`src/rtl/alu_acc_8bit.sv`:
```
// alu_acc_8bit: sequencing and result stage around the external full_adder_8bit.
// A command is accepted over InValid/InReady. For one EXEC cycle the block drives
// the adder from registers, then captures Sum/Cout into the accumulator and the
// {N,Z,C,V} flags. The result is held over OutValid/OutReady until it is taken.
// Optional build macro: ALU_ACC_SAT_EN selects unsigned saturation of the result.
// When it is undefined, results wrap modulo 256.
module alu_acc_8bit (
    input  logic       clk,
    input  logic       rst,
    input  logic       InValid,
    output logic       InReady,
    input  logic [1:0] Op,
    input  logic [7:0] A,
    input  logic [7:0] B,
    output logic [7:0] AddA,
    output logic [7:0] AddB,
    output logic       AddCin,
    input  logic [7:0] AddSum,
    input  logic       AddCout,
    output logic       OutValid,
    input  logic       OutReady,
    output logic [7:0] Result,
    output logic [3:0] Flags
);

    localparam logic [1:0] ST_IDLE = 2'd0;
    localparam logic [1:0] ST_EXEC = 2'd1;
    localparam logic [1:0] ST_DONE = 2'd2;

    localparam logic [1:0] OP_ADD = 2'b00;
    localparam logic [1:0] OP_SUB = 2'b01;
    localparam logic [1:0] OP_ACC = 2'b10;
    localparam logic [1:0] OP_CLR = 2'b11;

    // Flag value after reset and after CLR: only Z set.
    localparam logic [3:0] FLAGS_CLEAR = 4'b0100;

    // Signed overflow of an addition: operands agree in sign, sum disagrees.
    function automatic logic calc_overflow(input logic a_msb, input logic b_msb,
                                           input logic sum_msb);
        calc_overflow = (a_msb == b_msb) && (sum_msb != a_msb);
    endfunction

    logic [1:0] state_r;
    logic [1:0] op_r;
    logic [7:0] add_a_r;
    logic [7:0] add_b_r;
    logic       add_cin_r;
    logic [7:0] acc_r;
    logic [3:0] flags_r;
    logic       in_ready_r;
    logic       out_valid_r;

    logic [7:0] drive_a_s;
    logic [7:0] drive_b_s;
    logic       drive_cin_s;
    logic [7:0] res_s;
    logic       carry_s;
    logic       ovf_s;
    logic [3:0] flags_s;

    assign InReady  = in_ready_r;
    assign OutValid = out_valid_r;
    assign AddA     = add_a_r;
    assign AddB     = add_b_r;
    assign AddCin   = add_cin_r;
    assign Result   = acc_r;
    assign Flags    = flags_r;

    // Adder drive for the incoming command; it is loaded into registers on acceptance.
    always_comb begin
        drive_a_s   = 8'h00;
        drive_b_s   = 8'h00;
        drive_cin_s = 1'b0;
        case (Op)
            OP_ADD: begin
                drive_a_s   = A;
                drive_b_s   = B;
                drive_cin_s = 1'b0;
            end
            OP_SUB: begin
                drive_a_s   = A;
                drive_b_s   = ~B;
                drive_cin_s = 1'b1;
            end
            OP_ACC: begin
                drive_a_s   = acc_r;
                drive_b_s   = A;
                drive_cin_s = 1'b0;
            end
            default: begin
                // CLR does not use the adder, so it is parked at zero.
                drive_a_s   = 8'h00;
                drive_b_s   = 8'h00;
                drive_cin_s = 1'b0;
            end
        endcase
    end

    // Result and flags from the adder's output during EXEC.
    always_comb begin
        res_s   = AddSum;
        carry_s = AddCout;
        ovf_s   = calc_overflow(add_a_r[7], add_b_r[7], AddSum[7]);
        case (op_r)
            OP_ADD, OP_ACC: begin
`ifdef ALU_ACC_SAT_EN
                if (AddCout) begin
                    res_s = 8'hFF;
                end else begin
                    res_s = AddSum;
                end
`else
                res_s = AddSum;
`endif
            end
            OP_SUB: begin
`ifdef ALU_ACC_SAT_EN
                if (!AddCout) begin
                    res_s = 8'h00;
                end else begin
                    res_s = AddSum;
                end
`else
                res_s = AddSum;
`endif
            end
            default: begin
                // CLR: zero result, and C and V are cleared.
                res_s   = 8'h00;
                carry_s = 1'b0;
                ovf_s   = 1'b0;
            end
        endcase
        flags_s = {res_s[7], (res_s == 8'h00), carry_s, ovf_s};
    end

    // Control FSM, operand/drive registers, accumulator and flag registers.
    always_ff @(posedge clk) begin
        if (rst) begin
            state_r     <= ST_IDLE;
            op_r        <= OP_ADD;
            add_a_r     <= 8'h00;
            add_b_r     <= 8'h00;
            add_cin_r   <= 1'b0;
            acc_r       <= 8'h00;
            flags_r     <= FLAGS_CLEAR;
            in_ready_r  <= 1'b1;
            out_valid_r <= 1'b0;
        end else begin
            case (state_r)
                ST_IDLE: begin
                    if (InValid && in_ready_r) begin
                        op_r       <= Op;
                        add_a_r    <= drive_a_s;
                        add_b_r    <= drive_b_s;
                        add_cin_r  <= drive_cin_s;
                        in_ready_r <= 1'b0;
                        state_r    <= ST_EXEC;
                    end else begin
                        in_ready_r <= 1'b1;
                        state_r    <= ST_IDLE;
                    end
                end
                ST_EXEC: begin
                    acc_r       <= res_s;
                    flags_r     <= flags_s;
                    out_valid_r <= 1'b1;
                    state_r     <= ST_DONE;
                end
                ST_DONE: begin
                    if (OutReady) begin
                        out_valid_r <= 1'b0;
                        in_ready_r  <= 1'b1;
                        state_r     <= ST_IDLE;
                    end else begin
                        out_valid_r <= 1'b1;
                        state_r     <= ST_DONE;
                    end
                end
                default: begin
                    out_valid_r <= 1'b0;
                    in_ready_r  <= 1'b1;
                    state_r     <= ST_IDLE;
                end
            endcase
        end
    end

endmodule

```
`config.mk`:
```
export PLATFORM = sky130hd
export DESIGN_NAME = alu_acc_8bit
export DESIGN_NICKNAME = d
export VERILOG_FILES = /design/src/rtl/alu_acc_8bit.sv
export SDC_FILE = /design/constraint.sdc
export NUM_CORES = 1
export LEC_CHECK = 0
export BUFFER_PORTS_ARGS = -buffer_cell sky130_fd_sc_hd__buf_4
export CORE_MARGIN = 2
export CORE_UTILIZATION = 28
export DETAILED_ROUTE_END_ITERATION = 10
export SLEW_MARGIN = 20
export SYNTH_ARGS = -nofsm -noshare
export SYNTH_HDL_FRONTEND = slang
export SYNTH_SLANG_ARGS = --single-unit
export TNS_END_PERCENT = 20
```
`constraint.sdc`:
```
create_clock -name clk -period 2.5 [get_ports clk]
set_clock_uncertainty 0.2 [all_clocks]
set_input_delay 0.375 -clock clk [delete_from_list [all_inputs] [get_ports clk]]
set_output_delay 0.375 -clock clk [all_outputs]
set_load 0.02 [all_outputs]
```
== Yosys cells after proc, flatten, opt, wreduce, memory -nomap -nowiden ==
Index checks and enable logic that the tools add are counted.

* Register bits after elaboration: 35
* Output and inout bits: 31

* Equality and inequality tests: 9
* Multiplexer cells: 14
* Bitwise gates (word level): 2
* Reductions and logical operators: 10

{| class="wikitable"
|+ Operator list
! cell !! count
|-
| $pmux W8 S3 || 1
|-
| $pmux W8 S2 || 1
|-
| $logic_not A8 Y1 || 1
|-
| $mux W8 || 1
|-
| $not A8 Y8 || 1
|-
| $mux W1 || 7
|-
| $eq A2 B1 Y1 const B || 3
|-
| $eq A2 B2 Y1 const B || 3
|-
| $logic_not A2 Y1 || 3
|-
| $pmux W1 S3 || 2
|-
| $pmux W2 S3 || 1
|-
| $reduce_and A2 Y1 || 2
|-
| $reduce_or A3 Y1 || 1
|-
| $logic_and A1 B1 Y1 || 2
|-
| $mux W2 || 1
|-
| $ne A2 B2 Y1 const B || 1
|-
| $reduce_or A2 Y1 || 1
|-
| $eq A1 B1 Y1 || 1
|-
| $ne A1 B1 Y1 || 1
|-
| $not A1 Y1 || 1
|}

== Depth between registers and ports, before layout ==
* Depth in word-level cells: 4
* Depth in mapped cells: 6

== Least setup slack after synthesis ==
Ideal clock, no wire load.

* Path kind: reg-to-reg
* Start point: register state_r[0]
* End point: register add_a_r[5], in the netlist AddA[5]
* Data arrival time: 1142 ps
* Data required time: 2177 ps
* Path slack: 1035 ps
* Cell stages (with the launch flop): 7
* Period minus slack after synthesis: 1465 ps
* Path through: dfxtp_1 > inv_1 > ha_1 > nand3_1 > clkbuf_1 > a221oi_1 > nor2_1

* Cells in the longest elaborated chain, start to end: 2

{| class="wikitable"
|+ RTL lines
! item !! line !! text
|-
| start, declared || 44 || <nowiki>logic [1:0] state_r;</nowiki>
|-
| start signal, assigned || 141 || <nowiki>state_r <= ST_IDLE;</nowiki>
|-
| start signal, assigned || 159 || <nowiki>state_r <= ST_EXEC;</nowiki>
|-
| start signal, assigned || 162 || <nowiki>state_r <= ST_IDLE;</nowiki>
|-
| $logic_not A2 Y1 || 151 || <nowiki>case (state_r)</nowiki>
|-
| $reduce_and A2 Y1 (no line) || -- ||
|-
| end signal, assigned || 155 || <nowiki>add_a_r <= drive_a_s;</nowiki>
|-
| end, declared || 46 || <nowiki>logic [7:0] add_a_r;</nowiki>
|}

Every way passes these cells.
A chain may end at the register's enable or synchronous reset.

== Final worst setup path ==
* Start point: register state_r[0]
* End point: register add_cin_r, in the netlist AddCin

* Cells in the longest elaborated chain, start to end: 2

{| class="wikitable"
|+ RTL lines
! item !! line !! text
|-
| $logic_not A2 Y1 || 151 ||
|-
| $reduce_and A2 Y1 (no line) || -- ||
|-
| end signal, assigned || 157 || <nowiki>add_cin_r <= drive_cin_s;</nowiki>
|-
| end, declared || 48 || <nowiki>logic add_cin_r;</nowiki>
|}

Every way passes these cells.

==> impl_metrics.prom <==
# TYPE chip_impl_metric gauge
chip_impl_metric{name="cap_viol_max_count",unit=""} 0
chip_impl_metric{name="postSynthAreaPerCell",unit="µm²"} 8.98
chip_impl_metric{name="fin_crit",unit="ns"} 1.81
chip_impl_metric{name="global_route.usage.total",unit="%"} 15.2
chip_impl_metric{name="start_util",unit="%"} 28.6
chip_impl_metric{name="postRouteAntennaNets",unit=""} 0
chip_impl_info{name="cp_cell_sequence",value="inv_1, ha_1, and3_1, nand3_1, a21oi_1"} 1
chip_impl_metric{name="number_of_hold_violations_in_the_final_report",unit=""} 0
chip_impl_metric{name="dieWidth",unit="µm"} 78.3
chip_impl_metric{name="synth_sequential_area_ratio",unit="%"} 44.0
chip_impl_metric{name="globalRouteOverflowTotal",unit=""} 0
chip_impl_metric{name="worst_skew_pair.late_latency",unit="ns"} 0.28
chip_impl_metric{name="first_iter_violations",unit=""} 75
chip_impl_metric{name="wl_met1",unit="µm"} 2150
chip_impl_metric{name="max-slew-margin-rel",unit="%"} 55.7
chip_impl_metric{name="syn-num-nets",unit=""} 206
chip_impl_metric{name="ff_latch_area",unit="µm²"} 681
chip_impl_metric{name="vias_per_cell",unit=""} 4.74
chip_impl_info{name="unrepaired_setup_endpoints_after_global_routing",value="false"} 1
chip_impl_metric{name="met2WireLength",unit="µm"} 1920
chip_impl_metric{name="wl_per_cell",unit="µm"} 14.5
chip_impl_metric{name="synth.ff_latch_count",unit=""} 34
chip_impl_metric{name="detail_route.wirelength",unit="µm"} 4370
chip_impl_metric{name="asyncSetResetFlopFracSynth",unit="%"} 0
chip_impl_metric{name="via_count",unit=""} 1430
chip_impl_metric{name="fin_nets",unit=""} 264
chip_impl_info{name="dominantRegCellSynth",value="sky130_fd_sc_hd__dfxtp_1"} 1
chip_impl_metric{name="cts_post_setup_buffers_inserted",unit=""} 0
chip_impl_metric{name="wl_met3",unit="µm"} 274
chip_impl_metric{name="die_area",unit="µm²"} 6130
chip_impl_info{name="setup.worst_path.start",value="state_r[0]"} 1
chip_impl_metric{name="placement_rows",unit=""} 27
chip_impl_metric{name="number_of_standard_cells_after_synthesis",unit=""} 172
chip_impl_metric{name="1st_pass_router_iterations",unit=""} 4
chip_impl_metric{name="synth_edf_count",unit=""} 0
chip_impl_metric{name="grt_antenna_before_repair",unit=""} 0
chip_impl_metric{name="io_buffer_count",unit=""} 61
chip_impl_info{name="worstHoldPathType",value="input port to flop"} 1
chip_impl_metric{name="ctsHtreeMaxLevel",unit=""} 2
chip_impl_metric{name="tightestPinTransition",unit="ns"} 0.663
chip_impl_metric{name="number_of_stages_on_the_worst_hold_path",unit=""} 3
chip_impl_metric{name="critical_path_peak_fanout",unit=""} 20
chip_impl_metric{name="crit_required",unit="ns"} 2.52
chip_impl_metric{name="first_global_vias",unit=""} 1438
chip_impl_metric{name="synth.cell_area",unit="µm²"} 1550
chip_impl_metric{name="highest_achievable_clock_rate",unit="MHz"} 552
chip_impl_metric{name="io_pins",unit=""} 62
chip_impl_metric{name="cellPowerDensity",unit="nW/µm²"} 639
chip_impl_metric{name="die_y",unit="µm"} 78.3
chip_impl_metric{name="finalHoldWorstSlack",unit="ns"} 0.133
chip_impl_metric{name="internal_reg_to_reg_setup_slack",unit="ns"} 0.69
chip_impl_metric{name="max-vdd-ir-drop",unit="µV"} 270
chip_impl_info{name="run_status",value="finished, final reports clean"} 1
chip_impl_metric{name="grt_max_degree",unit=""} 21
chip_impl_metric{name="area_growth_syn_to_layout",unit="%"} 36.1
chip_impl_metric{name="post_cts_resize_count",unit=""} 0
chip_impl_metric{name="max_stage_delay",unit="ns"} 0.58
chip_impl_metric{name="grt_pass1_wl",unit="µm"} 7350
chip_impl_metric{name="fp.coreArea",unit="µm²"} 5410
chip_impl_metric{name="cts-hold-fix-buffers",unit=""} 0
chip_impl_metric{name="setup_viol",unit=""} 0
chip_impl_metric{name="multi_input_comb_area",unit="µm²"} 753
chip_impl_metric{name="synth.lib_cells_used.distinct",unit=""} 29
chip_impl_metric{name="min_period_over_period",unit="%"} 72.4
chip_impl_metric{name="clkSlewWorstSetupHoldPaths",unit="ns"} 0.07
chip_impl_metric{name="power.leakage",unit="nW"} 0.931
chip_impl_info{name="worst_r2r_startpoint",value="state_r[0]"} 1
chip_impl_metric{name="cts_made_buffers",unit=""} 5
chip_impl_metric{name="antenna-diode-count",unit=""} 0
chip_impl_metric{name="globalplace.congestion",unit=""} 0.712
chip_impl_info{name="holdPathEnd",value="Flags[1]"} 1
chip_impl_metric{name="drcViolationCount",unit=""} 0
chip_impl_info{name="start_to_end_type_of_the_worst_setup_path",value="flop to flop"} 1
chip_impl_metric{name="fillers",unit=""} 578
chip_impl_info{name="cts.root.buffer_cell",value="sky130_fd_sc_hd__clkbuf_8"} 1
chip_impl_metric{name="worst_reg2reg_path_depth",unit=""} 5
chip_impl_info{name="crit_path_end_kind",value="flop"} 1
chip_impl_info{name="critical_path.slowest_cell",value="sky130_fd_sc_hd__and3_1"} 1
chip_impl_info{name="highest_layer",value="met4"} 1
chip_impl_metric{name="synth_warnings",unit=""} 0
chip_impl_info{name="rr_endpoint",value="AddCin"} 1
chip_impl_info{name="start_kind",value="flop"} 1
chip_impl_metric{name="cts.sink_count",unit=""} 34
chip_impl_metric{name="drive_above_1_share",unit="%"} 34.3
chip_impl_metric{name="setup-tns-final",unit="ns"} 0
chip_impl_metric{name="max-clock-path-buffers",unit=""} 2
chip_impl_metric{name="drv_slew",unit=""} 0
chip_impl_metric{name="worstPathArrival",unit="ns"} 1.83
chip_impl_info{name="timing.hold.worst.start",value="AddCout"} 1
chip_impl_metric{name="post-dp-hpwl",unit="µm"} 3160
chip_impl_info{name="tritoncts",value="done"} 1
chip_impl_metric{name="finalPower",unit="mW"} 1.34
[final cells by class]
type                            count  share of cell area, %
Multi-Input combinational cell    120                   35.8
Sequential cell                    34                   32.4
Timing Repair Buffer               65                   23.2
Tap cell                           72                   4.28
Clock buffer                        7                   3.63
Inverter                            4                  0.714
[kinds of logic after synthesis]
kind of cell             Yosys count  synth area share [%]
adder cells (fa/ha/maj)            3                  2.43
AO/OA/AOI/OAI                     53                  24.8
flip-flops                        34                  44.0
buffers and inverters             18                  7.21
AND/OR/NAND/NOR                   56                  17.0
XOR/XNOR                           8                  4.53
[cells in the mapped netlist (all sizes together), types with 3 or more instances]
cell,count,area share (%)
ha,3,2.4
o21ai,19,6.2
a21oi,15,4.9
a221oi,16,12
xor2,8,4.5
nand2,9,2.2
nor2,26,6.3
buf,13,6.0
inv,4,0.97
dfxtp,34,44
nor2b,12,4.9
[through the flow]
stage / utilization [%] / setup slack, ns / instance area, µm² / std cells
6_report: 38.9 / 0.690 / 2100 / 302
4_1_cts: 38.9 / 0.691 / 2100 / 302
5_1_grt: 38.9 / 0.510 / 2100 / 302
3_3_place_gp: 37.5 / 0.769 / 2030 / 295
2_1_floorplan: - / 1.04 / 1550 / 172
3_5_place_dp: 37.5 / 0.711 / 2030 / 295
[sequential cells by signal, summed over array words and instances, names as in the netlist]
name      cells
Flags         3
AddB          8
Result        8
AddA          8
InReady       1
AddCin        1
OutValid      1
op_r          2
state_r       2
[where the power goes]
group	internal, mW	switching (mW)	total [mW]
registers	0.591	0.0336	0.625
clock network	0.192	0.187	0.379
logic	0.148	0.191	0.339
total	0.931	0.412	1.34
[cell usage in the layout (no fill, tap or decap)]
| master | instances |
|---|---|
| sky130_fd_sc_hd__o21ai_0 | 16 |
| sky130_fd_sc_hd__inv_2 | 1 |
| sky130_fd_sc_hd__a31oi_1 | 1 |
| sky130_fd_sc_hd__dfxtp_1 | 34 |
| sky130_fd_sc_hd__nor2_1 | 26 |
| sky130_fd_sc_hd__nand2b_1 | 1 |
| sky130_fd_sc_hd__nor2b_1 | 12 |
| sky130_fd_sc_hd__o21ai_1 | 3 |
| sky130_fd_sc_hd__nand3_1 | 2 |
| sky130_fd_sc_hd__nor3_1 | 1 |
| sky130_fd_sc_hd__inv_1 | 3 |
| sky130_fd_sc_hd__and3b_1 | 1 |
| sky130_fd_sc_hd__a221oi_1 | 8 |
| sky130_fd_sc_hd__a21oi_1 | 15 |
| sky130_fd_sc_hd__ha_1 | 3 |
| sky130_fd_sc_hd__o311ai_1 | 1 |
| sky130_fd_sc_hd__and3_1 | 1 |
| sky130_fd_sc_hd__a221oi_2 | 8 |
| sky130_fd_sc_hd__clkbuf_1 | 2 |
| sky130_fd_sc_hd__xor2_1 | 8 |
| sky130_fd_sc_hd__nor3b_1 | 1 |
| sky130_fd_sc_hd__a21boi_1 | 1 |
| sky130_fd_sc_hd__nor4_1 | 2 |
| sky130_fd_sc_hd__nand2_1 | 9 |
| sky130_fd_sc_hd__buf_4 | 65 |
| sky130_fd_sc_hd__clkbuf_8 | 5 |
[routing by layer]
metal,vias up,global-route usage [%]
met5,-,0
met4,0,4.21
met3,2,4.83
met2,47,23.0
met1,664,20.8
li1,717,-
[critical path: cells and delay by family (launching register included)]
family | cells | cell delay (ns)
compound gates | 1 | 0.16
fa+ha+maj | 1 | 0.22
buf+inv | 1 | 0.11
flops | 1 | 0.33
simple gates | 2 | 0.72
[worst max path at each step]
stage | endpoint | slack, ns | cells after the start
final | AddCin | 0.69 | 5
after floorplan | AddA[5] | 1.04 | 6
after global placement | AddCin | 0.77 | 5
after CTS | AddCin | 0.69 | 5
after global routing | AddCin | 0.51 | 5
after detailed placement | AddCin | 0.71 | 5
Note: power is estimated with default switching activity, not from simulation.
